`src/rtl/dlsc_pcie_s6_outbound_read_cpl_pt.sv`:
```
// Outbound PCIe read completion receiver with per-tag timeout ages.
// Optional feature macro: DLSC_PCIE_CPL_POISON_DATA_EN (poisoned/errored SC completions stream as SLVERR data).
module dlsc_pcie_s6_outbound_read_cpl_pt #(
  parameter int TAG     = 5,
  parameter int TIMEOUT = 625000
) (
  input  logic           clk_i,
  input  logic           rst_i,
  output logic           rx_ready_o,
  input  logic           rx_valid_i,
  input  logic [31:0]    rx_data_i,
  input  logic           rx_last_i,
  input  logic           rx_err_i,
  input  logic           err_ready_i,
  output logic           err_valid_o,
  output logic           err_unexpected_o,
  output logic           err_timeout_o,
  output logic [TAG-1:0] err_tag_o,
  input  logic           cpl_ready_i,
  output logic           cpl_valid_o,
  output logic           cpl_last_o,
  output logic [31:0]    cpl_data_o,
  output logic [1:0]     cpl_resp_o,
  output logic [TAG-1:0] cpl_tag_o,
  input  logic           alloc_init_i,
  input  logic           alloc_valid_i,
  input  logic [TAG:0]   alloc_tag_i,
  input  logic [9:0]     alloc_len_i,
  input  logic [4:0]     alloc_addr_i,
  output logic           dealloc_cplh_o,
  output logic           dealloc_cpld_o,
  input  logic           rcb_i
);

  localparam int TAGS = 2**TAG;
  localparam int TDIV = TIMEOUT / 4;
  localparam int PW   = (TDIV > 1) ? $clog2(TDIV) : 1;

  typedef enum logic [2:0] {S_H0, S_H1, S_H2, S_DATA, S_ERROR, S_FLUSH, S_TIMEOUT} state_t;
  typedef struct packed {
    logic       valid;
    logic       last;
    logic [4:0] addr;
    logic [9:0] len;
  } tag_entry_t;

  state_t         st_q;
  logic [TAG-1:0] cur_tag_q, err_tag_q, rd_idx, alloc_idx, exp_idx;
  logic           ep_q, err_q, sc_q, bcm_q, last_seen_q;
  logic [11:0]    bc_q;
  logic           err_valid_q, err_unexp_q, err_to_q, cplh_q, cpld_q;
  logic [PW-1:0]  presc_q, presc_d;
  logic           tick;
  logic [1:0]     age_q [TAGS];
  logic [TAGS-1:0] exp_q, pend_q;
  tag_entry_t     mem [TAGS];
  tag_entry_t     ent;
  logic [7:0]     rx_tag;
  logic           alloc_we, hit, data_ok, hdr_bad, poison, rx_fire, cpl_fire;
  logic           set_unexp, set_to, any_exp;

  assign rx_tag    = rx_data_i[15:8];
  assign rd_idx    = (st_q == S_H2) ? rx_tag[TAG-1:0] : cur_tag_q;
  assign ent       = mem[rd_idx];
  assign alloc_idx = alloc_tag_i[TAG-1:0];
  // Tag values outside the tracked range are never written.
  assign alloc_we  = alloc_valid_i && !alloc_tag_i[TAG];
  assign hdr_bad   = ep_q || err_q || rx_err_i;
  assign hit       = !alloc_valid_i && ent.valid && ((rx_tag >> TAG) == 8'd0) &&
                     (rx_data_i[1:0] == 2'b00) && (rx_data_i[6:2] == ent.addr) &&
                     (bc_q[1:0] == 2'b00) && (bcm_q || (bc_q[11:2] == ent.len));

`ifdef DLSC_PCIE_CPL_POISON_DATA_EN
  logic poison_q;
  assign data_ok = hit && sc_q;
  assign poison  = poison_q;
  always_ff @(posedge clk_i) begin
    if (rst_i) poison_q <= 1'b0;
    else if (st_q == S_H2 && rx_fire && data_ok) poison_q <= hdr_bad;
  end
`else
  assign data_ok = hit && sc_q && !hdr_bad;
  assign poison  = 1'b0;
`endif

  // NOTE: every combinational output gets a default first so no path infers a latch.
  always_comb begin
    rx_ready_o  = 1'b0;
    cpl_valid_o = 1'b0;
    cpl_data_o  = '0;
    cpl_resp_o  = 2'b00;
    case (st_q)
      S_H0, S_H1: rx_ready_o = 1'b1;
      S_H2:       rx_ready_o = !alloc_valid_i;
      S_DATA: begin
        rx_ready_o  = cpl_ready_i && !alloc_valid_i;
        cpl_valid_o = rx_valid_i && !alloc_valid_i;
        cpl_data_o  = rx_data_i;
        cpl_resp_o  = poison ? 2'b10 : 2'b00;
      end
      S_ERROR: begin
        rx_ready_o  = !last_seen_q;
        cpl_valid_o = !alloc_valid_i;
        cpl_resp_o  = 2'b10;
      end
      S_FLUSH:    rx_ready_o = !last_seen_q;
      default:    ;
    endcase
  end

  assign cpl_last_o = ent.last;
  assign cpl_tag_o  = cur_tag_q;
  assign rx_fire    = rx_valid_i && rx_ready_o;
  assign cpl_fire   = cpl_valid_o && cpl_ready_i;
  assign set_unexp  = (st_q == S_H2 && rx_fire && !hit) ||
                      (st_q == S_DATA && cpl_fire && ent.last && !rx_last_i);
  assign set_to     = (st_q == S_TIMEOUT) && !alloc_valid_i;
  assign any_exp    = |exp_q;

  always_comb begin
    exp_idx = '0;
    for (int t = TAGS - 1; t >= 0; t--) if (exp_q[t]) exp_idx = TAG'(t);
  end

  // NOTE: the tag table maps to distributed RAM, so it has no reset; the allocator's init sweep clears it.
  always_ff @(posedge clk_i) begin
    if (alloc_we)
      mem[alloc_idx] <= '{valid: !alloc_init_i, last: (alloc_len_i == 10'd1),
                          addr: alloc_addr_i, len: alloc_len_i};
    else if (cpl_fire)
      mem[cur_tag_q] <= '{valid: !ent.last, last: (ent.len == 10'd2),
                          addr: ent.addr + 5'd1, len: ent.len - 10'd1};
  end

  assign tick    = (presc_q == PW'(TDIV - 1));
  assign presc_d = tick ? '0 : presc_q + PW'(1);

  // NOTE: sequential state uses non-blocking assignments so all flops update from pre-edge values.
  always_ff @(posedge clk_i) begin
    if (rst_i) presc_q <= '0;
    else       presc_q <= presc_d;
  end

  // Activity on a tag (alloc or accepted word) restarts its age and beats a same-cycle tick.
  always_ff @(posedge clk_i) begin
    if (rst_i) begin
      for (int t = 0; t < TAGS; t++) age_q[t] <= 2'd0;
      exp_q  <= '0;
      pend_q <= '0;
    end else begin
      for (int t = 0; t < TAGS; t++) begin
        if ((alloc_we && alloc_idx == TAG'(t)) || (cpl_fire && cur_tag_q == TAG'(t))) begin
          age_q[t] <= 2'd0;
          exp_q[t] <= 1'b0;
        end else begin
          if (tick && pend_q[t]) begin
            if (age_q[t] == 2'd3) exp_q[t] <= 1'b1;
            else                  age_q[t] <= age_q[t] + 2'd1;
          end
          if (set_to && cur_tag_q == TAG'(t)) exp_q[t] <= 1'b0;
        end
        if (alloc_we && alloc_idx == TAG'(t))                     pend_q[t] <= !alloc_init_i;
        else if (cpl_fire && ent.last && cur_tag_q == TAG'(t))    pend_q[t] <= 1'b0;
      end
    end
  end

  always_ff @(posedge clk_i) begin
    if (rst_i) begin
      st_q        <= S_H0;
      cur_tag_q   <= '0;
      ep_q        <= 1'b0;
      err_q       <= 1'b0;
      sc_q        <= 1'b0;
      bcm_q       <= 1'b0;
      bc_q        <= '0;
      last_seen_q <= 1'b0;
      err_valid_q <= 1'b0;
      err_unexp_q <= 1'b0;
      err_to_q    <= 1'b0;
      err_tag_q   <= '0;
      cplh_q      <= 1'b0;
      cpld_q      <= 1'b0;
    end else begin
      cplh_q <= cpl_fire && (ent.last || (rcb_i ? &ent.addr : &ent.addr[3:0]));
      cpld_q <= cpl_fire && (ent.last || &ent.addr[1:0]);
      if (set_unexp) begin
        err_valid_q <= 1'b1; err_unexp_q <= 1'b1; err_to_q <= 1'b0; err_tag_q <= '0;
      end else if (set_to) begin
        err_valid_q <= 1'b1; err_unexp_q <= 1'b0; err_to_q <= 1'b1; err_tag_q <= cur_tag_q;
      end else if (err_ready_i) begin
        err_valid_q <= 1'b0; err_unexp_q <= 1'b0; err_to_q <= 1'b0; err_tag_q <= '0;
      end
      if (rx_fire && rx_last_i) last_seen_q <= 1'b1;
      case (st_q)
        S_H0: begin
          last_seen_q <= 1'b0;
          if (rx_valid_i) begin
            ep_q  <= rx_data_i[14];
            err_q <= rx_err_i;
            st_q  <= S_H1;
          end else if (any_exp) begin
            cur_tag_q <= exp_idx;
            st_q      <= S_TIMEOUT;
          end
        end
        S_H1: if (rx_fire) begin
          sc_q  <= (rx_data_i[15:13] == 3'b000);
          bcm_q <= rx_data_i[12];
          bc_q  <= rx_data_i[11:0];
          err_q <= err_q || rx_err_i;
          st_q  <= S_H2;
        end
        S_H2: if (rx_fire) begin
          cur_tag_q <= rx_tag[TAG-1:0];
          if (data_ok)  st_q <= S_DATA;
          else if (hit) st_q <= S_ERROR;
          else          st_q <= S_FLUSH;
        end
        S_DATA: if (cpl_fire) begin
          if (rx_last_i)     st_q <= S_H0;
          else if (ent.last) st_q <= S_FLUSH;
        end
        S_ERROR:   if (cpl_fire && ent.last) st_q <= S_FLUSH;
        S_FLUSH:   if (last_seen_q && !err_valid_q) st_q <= S_H0;
        S_TIMEOUT: if (!alloc_valid_i) begin
          last_seen_q <= 1'b1;
          st_q        <= S_ERROR;
        end
        default:   st_q <= S_H0;
      endcase
    end
  end

  assign err_valid_o      = err_valid_q;
  assign err_unexpected_o = err_unexp_q;
  assign err_timeout_o    = err_to_q;
  assign err_tag_o        = err_tag_q;
  assign dealloc_cplh_o   = cplh_q;
  assign dealloc_cpld_o   = cpld_q;

endmodule
```
`config.mk`:
```
export PLATFORM = sky130hd
export DESIGN_NAME = dlsc_pcie_s6_outbound_read_cpl_pt
export DESIGN_NICKNAME = d
export VERILOG_FILES = /design/src/rtl/dlsc_pcie_s6_outbound_read_cpl_pt.sv
export SDC_FILE = /design/constraint.sdc
export NUM_CORES = 1
export LEC_CHECK = 0
export ABC_CLOCK_PERIOD_IN_PS = 11900
export BUFFER_PORTS_ARGS = -buffer_cell sky130_fd_sc_hd__buf_2
export CORE_MARGIN = 8
export CORE_UTILIZATION = 60
export CTS_BUF_LIST = sky130_fd_sc_hd__clkbuf_8 sky130_fd_sc_hd__clkbuf_16
export CTS_CLUSTER_DIAMETER = 120
export DETAILED_ROUTE_END_ITERATION = 6
export PLACE_DENSITY = 0.81
export SYNTH_ARGS = -nofsm -noshare
export SYNTH_HDL_FRONTEND = slang
export SYNTH_SLANG_ARGS = --single-unit
```
`constraint.sdc`:
```
create_clock -name clk_i -period 11.9 [get_ports clk_i]
set_clock_uncertainty 0.05 [all_clocks]
set_input_delay 1.19 -clock clk_i [delete_from_list [all_inputs] [get_ports clk_i]]
set_output_delay 1.19 -clock clk_i [all_outputs]
set_load 0.02 [all_outputs]
```
### Yosys cells after proc, flatten, opt, wreduce, memory -nomap -nowiden

Memories as Yosys holds them, arrays and structs flattened.
Cells that the tools add are included.

| word-level totals | value |
|---|---|
| register bits after elaboration | 117 |
| bits in writable memories | 608 |
| bits of input ports | 63 |
| output and inout bits | 52 |
| logic and storage cells | 1111 |
| memories kept | 2 |

| cells by class | value |
|---|---|
| add/subtract/negate cells | 35 |
| equality and inequality tests | 116 |
| multiplexer cells | 462 |
| bitwise gates (word level) | 64 |
| reductions and logical operators | 353 |

Memories:

| name | depth | width | rd ports | clocked after memory_dff | wr ports | line | source |
|---|---|---|---|---|---|---|---|
| mem | 32 | 17 | 1 | 0 | 1 | 56 | `tag_entry_t mem [TAGS];` |
| age_q | 32 | 2 | 32 | 0 | 32 | 54 | `logic [1:0] age_q [TAGS];` |

Operators by type and width:

| operator | count |
|---|---|
| 2-to-1 mux 1 bit | 339 |
| 2-to-1 mux 5 bit | 39 |
| logical AND 1 bit | 184 |
| == test 5 bit, second input constant | 32 |
| 2-to-1 mux 2 bit | 65 |
| OR reduction 3 bit | 32 |
| == test 5 x 4 -> 1 bit, second input constant | 16 |
| AND reduction 2 bit | 35 |
| nonzero test 2 bit | 35 |
| adder 2 x 1 -> 2 bit, second input constant | 32 |
| == test 2 bit, second input constant | 32 |
| OR 1 bit | 64 |
| == test 5 x 3 -> 1 bit, second input constant | 8 |
| logical OR 1 bit | 39 |
| 2-to-1 mux 3 bit | 11 |
| 2-to-1 mux 32 bit | 1 |
| OR reduction 32 bit | 1 |
| case mux 3 bit (7 select lines) | 1 |
| == test 5 x 2 -> 1 bit, second input constant | 4 |
| adder 18 x 1 -> 18 bit, second input constant | 1 |
| == test 18 bit, second input constant | 1 |
| inequality test 2 bit, second input constant | 9 |
| 2-to-1 mux 17 bit | 1 |
| OR reduction 17 bit | 1 |
| other kinds (25) | 47 |

### Logic depth before layout (Yosys ltp)

Gate-level depths: netlist of the first run.

| logic depth | value |
|---|---|
| depth in word-level cells | 35 |
| gate-level depth with buffers | 19 |

### Worst setup path after synthesis of the first run

OpenSTA, ideal clock, no wires.

| path | value |
|---|---|
| kind | input -> register |
| start | input port rx_data_i[10] |
| end | memory mem[0][5] (netlist name) (data pin) |
| arrival time | 5.102 ns |
| required time | 11.396 ns |
| path slack | 6.294 ns |
| cell stages on the path | 12 |
| path through | clkbuf_1 -> and4bb_1 -> a21o_1 -> buf_1 -> mux2i_1 -> mux2i_1 -> a211oi_1 -> nor3_1 -> or4_1 -> nor2_1 -> xnor2_1 -> o21ai_0 |

| on the way | value |
|---|---|
| word-level cells in the longest chain between the ends | 4 |

RTL lines:

| item | line | source |
|---|---|---|
| from (decl) | 11 | `input logic [31:0] rx_data_i,` |
| 2-to-1 mux 5 bit | 63 | `assign rd_idx = (st_q == S_H2) ? rx_tag[TAG-1:0] : cur_tag_q;` |
| memory (32 x 17 bit) | n/a |  |
| subtractor 10 x 1 -> 10 bit | 132 | `addr: ent.addr + 5'd1, len: ent.len - 10'd1};` |
| 2-to-1 mux 17 bit (no line) | n/a |  |
| to (decl) | 56 |  |

No other way between the ends.

### Worst setup path in the final report of the first run

| path | value |
|---|---|
| start | register st_q[2] |
| end | memory mem[27][6] (netlist name) (data pin) |

| on the way | value |
|---|---|
| word-level cells in the longest chain between the ends | 8 |
| elaborated cells between the ends (all ways) | 13 |

RTL lines:

| item | line | source |
|---|---|---|
| from (decl) | 47 | `state_t st_q;` |
| from (signal assigned) | 170 | `st_q <= S_H0;` |
| from (signal assigned) | 201 | `st_q <= S_H1;` |
| from (signal assigned) | 204 | `st_q <= S_TIMEOUT;` |
| branches (longest 7 deep; another with memory (32 x 17 bit)) | n/a |  |
| 2-to-1 mux 17 bit (no line) (*) | n/a |  |

Every way passes the cells marked *.

==> impl_metrics.csv, run 1 <==
group,metric,value,unit
yosys,synth_commonest_cells,"608 x edfxtp_1, 319 x nand2_1, 217 x nor2_1, 117 x dfxtp_1, 113 x clkbuf_1",
clock_network,ctsHoldBuffers,0,
power,p_sw_frac,0.3305,
power,power_leakage,12.66,nW
power,ir_drop,0.1458,mV
place,dpl_cell_area,34180,sq um
final_layout,design_area,36640,sq um
grt,grt.total_usage,0.3153,
power,power.internal,4.706,mW
sta,slew_violations,0,
critical_path,path_max_fanout,59,
sta,period_share,0.5864,
min_path,hold_path.class,"reg -> reg",
place,port_buffers,113,
sta,hold_viol_final,0,
die,core-area,53920,sq um
sta,slew_headroom,0.1116,
yosys,yosys_register_bits,725,
place,gp_congestion,0.9397,
final_layout,drive_above_1_share,0.1332,
clock_network,insertion_delay,0.65,ns
sta,worst-slew-pin-transition,1.332,ns
die,die-area,62280,sq um
place,dpl.hpwl,60870,microns
critical_path,endpoint_kind,"register",
critical_path,crit_end,"mem[27][6]$_DFFE_PP_",
clock_network,cts_made_buffers,76,
yosys,synth.distinct_cells,80,
critical_path,r2r_start,"st_q[2]$_SDFFE_PP0P_",
clock_network,cts.sinks,725,
clock_network,postCtsSetupBuffers,0,
yosys,synth_most_common_cell,"edfxtp_1",
die,die_width,249.6,microns
sta,tns,0,ns
power,combPwrFrac,0.251,
yosys,yosysWarnings,0,
routing,viasPerCell,7.158,
critical_path,r2r_slack,4.92,ns
yosys,synth_nets,2806,
run,max-cap-violations,0,
final_layout,finalNetCount,2876,
power,p_seq_frac,0.416,
grt,grt_pass1_wl,150300,microns
sta,layout_setup_ws,4.922,ns
clock_network,cts_tree,"yes",
critical_path,criticalPathCategory,"reg -> reg",
critical_path,critPathLaunch,"st_q[2]$_SDFFE_PP0P_",
critical_path,critPathRequiredTime,12.11,ns
critical_path,r2r_cells,14,
place,pre_cts_ws,5.166,ns
grt,grt_pass1_vias,24914,
yosys,avgSynthCellArea,12.10,sq um
status,status,"completed",
grt,grt_max_degree,164,
routing,avgRoutedWirePerCell,28.60,microns
yosys,synth_edf_count,608,
routing,dr_total_vias,25318,
power,pwr-share-clk,0.333,
clock_network,cts.path.max_buffers,3,
routing,first_iter_violations,3593,
die,die_h,249.6,microns
yosys,syn_inst,2705,
grt,overflow,0,
clock_network,clk_pin_slew_worst_paths,0.06,ns
die,num_io_pins,115,
routing,drtPass1Iterations,6,
clock_network,cts_root_buf,"clkbuf_16",
sta,fmax,143.3,MHz
final_layout,area_delta_synth_final,11.95,%
sta,setup_viol,0,
critical_path,start_kind,"register",
power,cellPowerDensity,191.8,nW/um^2
clock_network,post_cts_resized,0,
power,power.switching,2.323,mW
routing,route.detailed.drc,0,
clock_network,htree_levels,3,
critical_path,r2r-end,"mem[27][6]$_DFFE_PP_",
yosys,ys_seq_area_frac,0.6294,
critical_path,cp.arrival,7.19,ns
grt,antenna_found_initial,3,
yosys,yosys-top-cells-area,"edfxtp_1 56%, dfxtp_1 7.2%, nand2_1 3.7%",
sta,fin_crit,6.978,ns
die,initial_core_util,0.6070,
routing,finalWirelength,101100,microns
yosys,yosys.area.top_type_share,0.5578,
routing,ant_nets,0,
yosys,syn_area,32730,sq um
sta,grt_setup_unrepaired,"no",
yosys,async_reset_ff_frac,0,
yosys,synthFlopType,"edfxtp_1",
yosys,synth_area_leader_cell,"edfxtp_1",
die,rows,85,
flip-flops by register name (all words and copies together) (netlist names):
name,cells
mem,544
age_q,64
exp_q,32
pend_q,32
presc_q,18
bc_q,12
cpl_tag_o,5
err_tag_o,5
st_q,3
bcm_q,1
dealloc_cpld_o,1
dealloc_cplh_o,1
ep_q,1
err_q,1
err_timeout_o,1
err_unexpected_o,1
err_valid_o,1
last_seen_q,1
sc_q,1
logic make-up after synthesis:
kind of cell,Yosys count,synth area share
AOI/OAI and AO/OA,664,0.1481
xor gates and xnor gates,28,0.007493
adders and majority gates,38,0.01453
buffers and inverters,224,0.02779
DFF,725,0.6294
muxes,130,0.04182
other,1,0.0001146
and+or+nand+nor,895,0.1307
routing by layer:
metal,vias to the layer above,share of wire,global-route usage
li1,10603,-,-
met1,12156,0.34,0.3792
met2,2046,0.46,0.5000
met3,511,0.13,0.07940
met4,2,0.075,0.2144
met5,-,0.000099,0
how the worst min path moves through the flow:
| stage | start | to | slack [ns] | cells past startpoint |
|---|---|---|---|---|
| floorplan | sc_q$_SDFFE_PP0P_ | sc_q$_SDFFE_PP0P_ | 0.38 | 2 |
| global placement | sc_q$_SDFFE_PP0P_ | sc_q$_SDFFE_PP0P_ | 0.39 | 2 |
| detailed placement | sc_q$_SDFFE_PP0P_ | sc_q$_SDFFE_PP0P_ | 0.40 | 2 |
| CTS | sc_q$_SDFFE_PP0P_ | sc_q$_SDFFE_PP0P_ | 0.41 | 2 |
| global route | sc_q$_SDFFE_PP0P_ | sc_q$_SDFFE_PP0P_ | 0.44 | 2 |
| finish | sc_q$_SDFFE_PP0P_ | sc_q$_SDFFE_PP0P_ | 0.41 | 2 |
worst max-delay path: stages, from the launching register on:
cell and delay [ns]:
dfxtp_1 0.88, or3b_2 0.74, buf_4 0.59, a21o_2 0.22, buf_4 0.64, buf_4 0.52, a211oi_1 0.15, nor4_1 0.33
o221ai_1 0.23, nor3_1 0.56, inv_1 0.10, ha_1 0.26, nand2_1 0.14, o31ai_1 0.10, a31oi_2 1.03
stage by stage:
stage,utilization,power (mW),hold slack (ns),std cells
final,0.6795,7.029,0.4089,3537
after CTS,0.6794,6.956,0.4060,3534
after floorplan,-,4.078,0.3816,2705
after detailed placement,0.6340,4.657,0.3996,3393
after global placement,0.6340,4.601,0.3934,3393
after global routing,0.6794,7.212,0.4365,3534
power by group through the flow:
stage          logic (mW)  clock network [mW]  registers, mW
2_1_floorplan        1.13                   0           2.94
3_3_place_gp         1.63                   0           2.97
3_5_place_dp         1.68                   0           2.98
4_1_cts              1.70                2.33           2.92
5_1_grt              1.85                2.44           2.93
6_report             1.76                2.34           2.92
final cells by class:
type,instances,area [sq um]
sequential,725,20600
timing repair buffer,166,978.4
inverter,50,187.7
multi-input combinational,1756,11550
clock inverter,60,467.9
tap,696,870.8
antenna,3,7.507
clock buffer,81,1982
fill,3668,17280
cells in the final DEF, fill, tap and decap left out, types with 14 or more instances in the layout:
cell and n:
a221oi_1 42, o21ai_0 65, buf_4 53, a21oi_1 96, inv_1 66, nand3_1 41
clkbuf_16 77, a311oi_1 22, nor4_1 47, a2111oi_0 51, nor2_4 15, a32oi_1 16
a31oi_1 39, dfxtp_1 116, edfxtp_1 608, nand2_1 318, buf_2 112, o211a_1 35
a22oi_1 24, nor2b_1 17, a211oi_1 90, o211ai_1 41, o21a_1 28, nor2_1 196
ha_1 38, mux2i_1 103, o21ai_2 16, clkinv_2 16, and2_1 75, clkinv_1 14
and3_1 54, nor3_1 35, mux2_2 24, xor2_1 15
No activity file was read; power rests on OpenSTA's default activity.
==> inputs of run 2 (changes only) <==
ABC_AREA = 1   (was unset)
ABC_CLOCK_PERIOD_IN_PS = 6250   (was 11900)
CORE_UTILIZATION = 56   (was 60)
PLACE_DENSITY = 0.79   (was 0.81)
clock period = 6.25 ns   (was 11.9 ns; I/O delays follow)
==> impl_metrics.csv, run 2 <==
group,metric,value,unit
place,port_buffers,113,
final_layout,fillers,4340,
yosys,async_reset_ff_frac,0,
clock_network,postCtsSetupBuffers,0,
status,status,"finished, violations left",
yosys,synth_commonest_cells,"608 x edfxtp_1, 409 x nor2_1, 300 x nand2_1, 275 x o21ai_0, 240 x nand3_1",
clock_network,cts_root_buf,"clkbuf_16",
yosys,ys_seq_area_frac,0.6451,
critical_path,endpoint_kind,"register",
sta,slew_violations,0,
critical_path,crit_chain,"nand2_4 -> nor2_4 -> o21ai_4 -> inv_4 -> buf_4 -> o21ai_0 -> o22ai_1 -> nand2_1 -> nand3_1 -> nand3_1 -> nand2_1 -> ha_1 -> nand2_1 -> nor2_1 -> ha_1 -> nand2_1 -> nand2_1",
yosys,synth_nets,3027,
clock_network,htree_levels,3,
sta,whs,0.2148,ns
critical_path,path_common_cell,"nand2_1",
final_layout,regArea,20600,sq um
clock_network,cts.path.max_buffers,3,
yosys,synth_fa_ha_area_frac,0.01489,
final_layout,area_delta_synth_final,11.20,%
sta,grt_setup_unrepaired,"no",
die,core-area,56390,sq um
final_layout,final_common_cell,"edfxtp_1",
yosys,synthMuxAreaShare,0,
run,max-cap-violations,0,
yosys,yosys-top-cells-area,"edfxtp_1 57%, dfxtp_1 7.3%, nor2_1 4.8%",
routing,highest_layer,"met4",
sta,period_share,0.9081,
yosys,synth_most_common_cell,"edfxtp_1",
clock_network,post_cts_resized,0,
die,die_h,254.8,microns
final_layout,drive_above_1_share,0.1131,
grt,grt_pass1_vias,24210,
final_layout,largestRegisters,"mem x544, age_q x64",
routing,viasPerCell,6.429,
routing,finalWirelength,96000,microns
routing,avgRoutedWirePerCell,25.05,microns
sta,hold_viol_final,0,
sta,slew_headroom,0.1735,
critical_path,critPathSlowestCell,"inv_4",
clock_network,ctsHoldBuffers,0,
die,num_io_pins,115,
critical_path,criticalPathCategory,"reg -> reg",
sta,layout_setup_ws,0.5745,ns
routing,route.detailed.drc,5,
final_layout,finalNetCount,3119,
power,power,13.65,mW
yosys,synth-xor-area-share,0.002194,
place,pre_cts_ws,0.8827,ns
yosys,yosys.area.top_type_share,0.5718,
yosys,synth_top_family_by_area,"simple AND/OR/NAND/NOR gates",
yosys,yosys_register_bits,725,
yosys,synth-compound-area-share,0.1226,
final_layout,regMostFlops,"mem",
status,violations,"design-rule violations",
critical_path,critPathRequiredTime,6.35,ns
grt,grt_max_degree,191,
routing,wl_met3,12170,microns
place,gp_congestion,0.9505,
yosys,synth_area_leader_cell,"edfxtp_1",
final_layout,multiInputGateArea,9600,sq um
die,die_width,254.8,microns
die,die-area,64920,sq um
critical_path,cp.arrival,5.78,ns
min_path,hold_path.class,"in -> reg",
final_layout,final_cell_mix,"608 x edfxtp_1, 402 x nor2_1, 300 x nand2_1",
yosys,syn_inst,2926,
sta,setup_viol,0,
routing,ant_nets,0,
yosys,yosysWarnings,0,
yosys,synth_edf_count,608,
critical_path,start_kind,"register",
yosys,synth.distinct_cells,57,
die,rows,87,
grt,antenna_found_initial,0,
routing,wl_met2,43070,microns
routing,dr_total_vias,24637,
clock_network,cts.sinks,725,
clock_network,cts_tree,"yes",
clock_network,cts_made_buffers,74,
clock_network,clk_pin_slew_worst_paths,0.06,ns
sta,tns,0,ns
grt,grt.total_usage,0.2893,
yosys,yosys.area_share.simple,0.1569,
die,initial_core_util,0.5663,
final_layout,largest_register_ffs,544,
critical_path,path_max_fanout,88,
grt,grt_pass1_wl,142200,microns
yosys,avgSynthCellArea,10.91,sq um
routing,drtPass1Iterations,7,
place,dpl.hpwl,56580,microns
clock_network,insertion_delay,0.64,ns
sta,fin_crit,5.675,ns
power,power_leakage,12.56,nW
power,ir_drop,0.2633,mV
sta,worst-slew-pin-transition,1.235,ns
yosys,syn_area,31930,sq um
routing,wl_met1,35590,microns
final_layout,diodes,0,
sta,fmax,176.2,MHz
routing,first_iter_violations,3441,
yosys,synthFlopType,"edfxtp_1",
power,cellPowerDensity,384.4,nW/um^2
grt,overflow,0,
critical_path,cpPeakStageDelay,0.85,ns
==> run 2: cell count changes after synthesis, moves of 64 or more <==
cell,before,now
inv_1,49,207
o221ai_1,9,113
and2_1,75,0
o21ai_1,2,69
mux2i_1,103,0
clkbuf_1,113,49
o21ai_0,82,275
nand3_1,41,240
a211oi_1,90,5
nor2_1,217,409
==> run 2: path summary, 6_finish.rpt <==
path	start	cells past startpoint	endpoint	slack, ns
setup / recovery	st_q[1]$_SDFFE_PP0P_	17	mem[10][14]$_DFFE_PP_	0.57
hold / removal	rx_data_i[14]	3	ep_q$_SDFFE_PP0P_	0.21
setup reg to reg	st_q[1]$_SDFFE_PP0P_	17	mem[10][14]$_DFFE_PP_	0.57
hold reg to reg	bc_q[0]$_SDFFE_PP0P_	2	bc_q[0]$_SDFFE_PP0P_	0.41
==> run 2: final cells by class <==
type                            count  share of cell area
Multi-Input combinational cell   1815              0.2704
Clock buffer                       75             0.05286
Tap cell                          756             0.02664
Inverter                          222             0.02372
Timing Repair Buffer              180             0.03150
Sequential cell                   725              0.5802
Clock inverter                     59             0.01469
==> run 2: cells by family (layout without fill, tap and decap cells) <==
kind of cell	count (synthesis)	after routing
and+or+nand+nor	1128	1128
DFF	725	725
adders and majority gates	38	38
xor gates and xnor gates	8	8
buffers and inverters	386	536
other	1	1
AOI/OAI and AO/OA	640	640
==> run 2: critical path: cells and delay by family (launching register included) <==
family,cells,cell delay (ns)
and+or+nand+nor,10,1.92
buffers and inverters,2,1.34
AOI/OAI and AO/OA,3,0.85
DFF,1,0.51
adders and majority gates,2,0.45
==> run 2: report_power, final <==
| group | leakage, nW | switching [mW] | internal [mW] |
|---|---|---|---|
| Clock | 1.21 | 1.88 | 2.53 |
| Sequential | 6.55 | 0.0613 | 5.42 |
| Combinational | 4.81 | 2.79 | 0.981 |
| Total | 12.6 | 4.73 | 8.92 |
==> run 2: per-layer routing <==
| metal | global-route usage | vias up |
|---|---|---|
| met5 | 0 | - |
| met2 | 0.4460 | 1751 |
| met4 | 0.1519 | 0 |
| li1 | - | 10769 |
| met3 | 0.07560 | 344 |
| met1 | 0.3759 | 11773 |
==> run 2: stage by stage <==
step / instances / cell area [sq um] / util
after detailed placement: 3698 / 33110 / 0.5871
after global routing: 3832 / 35510 / 0.6297
final: 3832 / 35510 / 0.6297
after global placement: 3698 / 33110 / 0.5871
after floorplan: 2926 / 31930 / -
after CTS: 3832 / 35510 / 0.6297
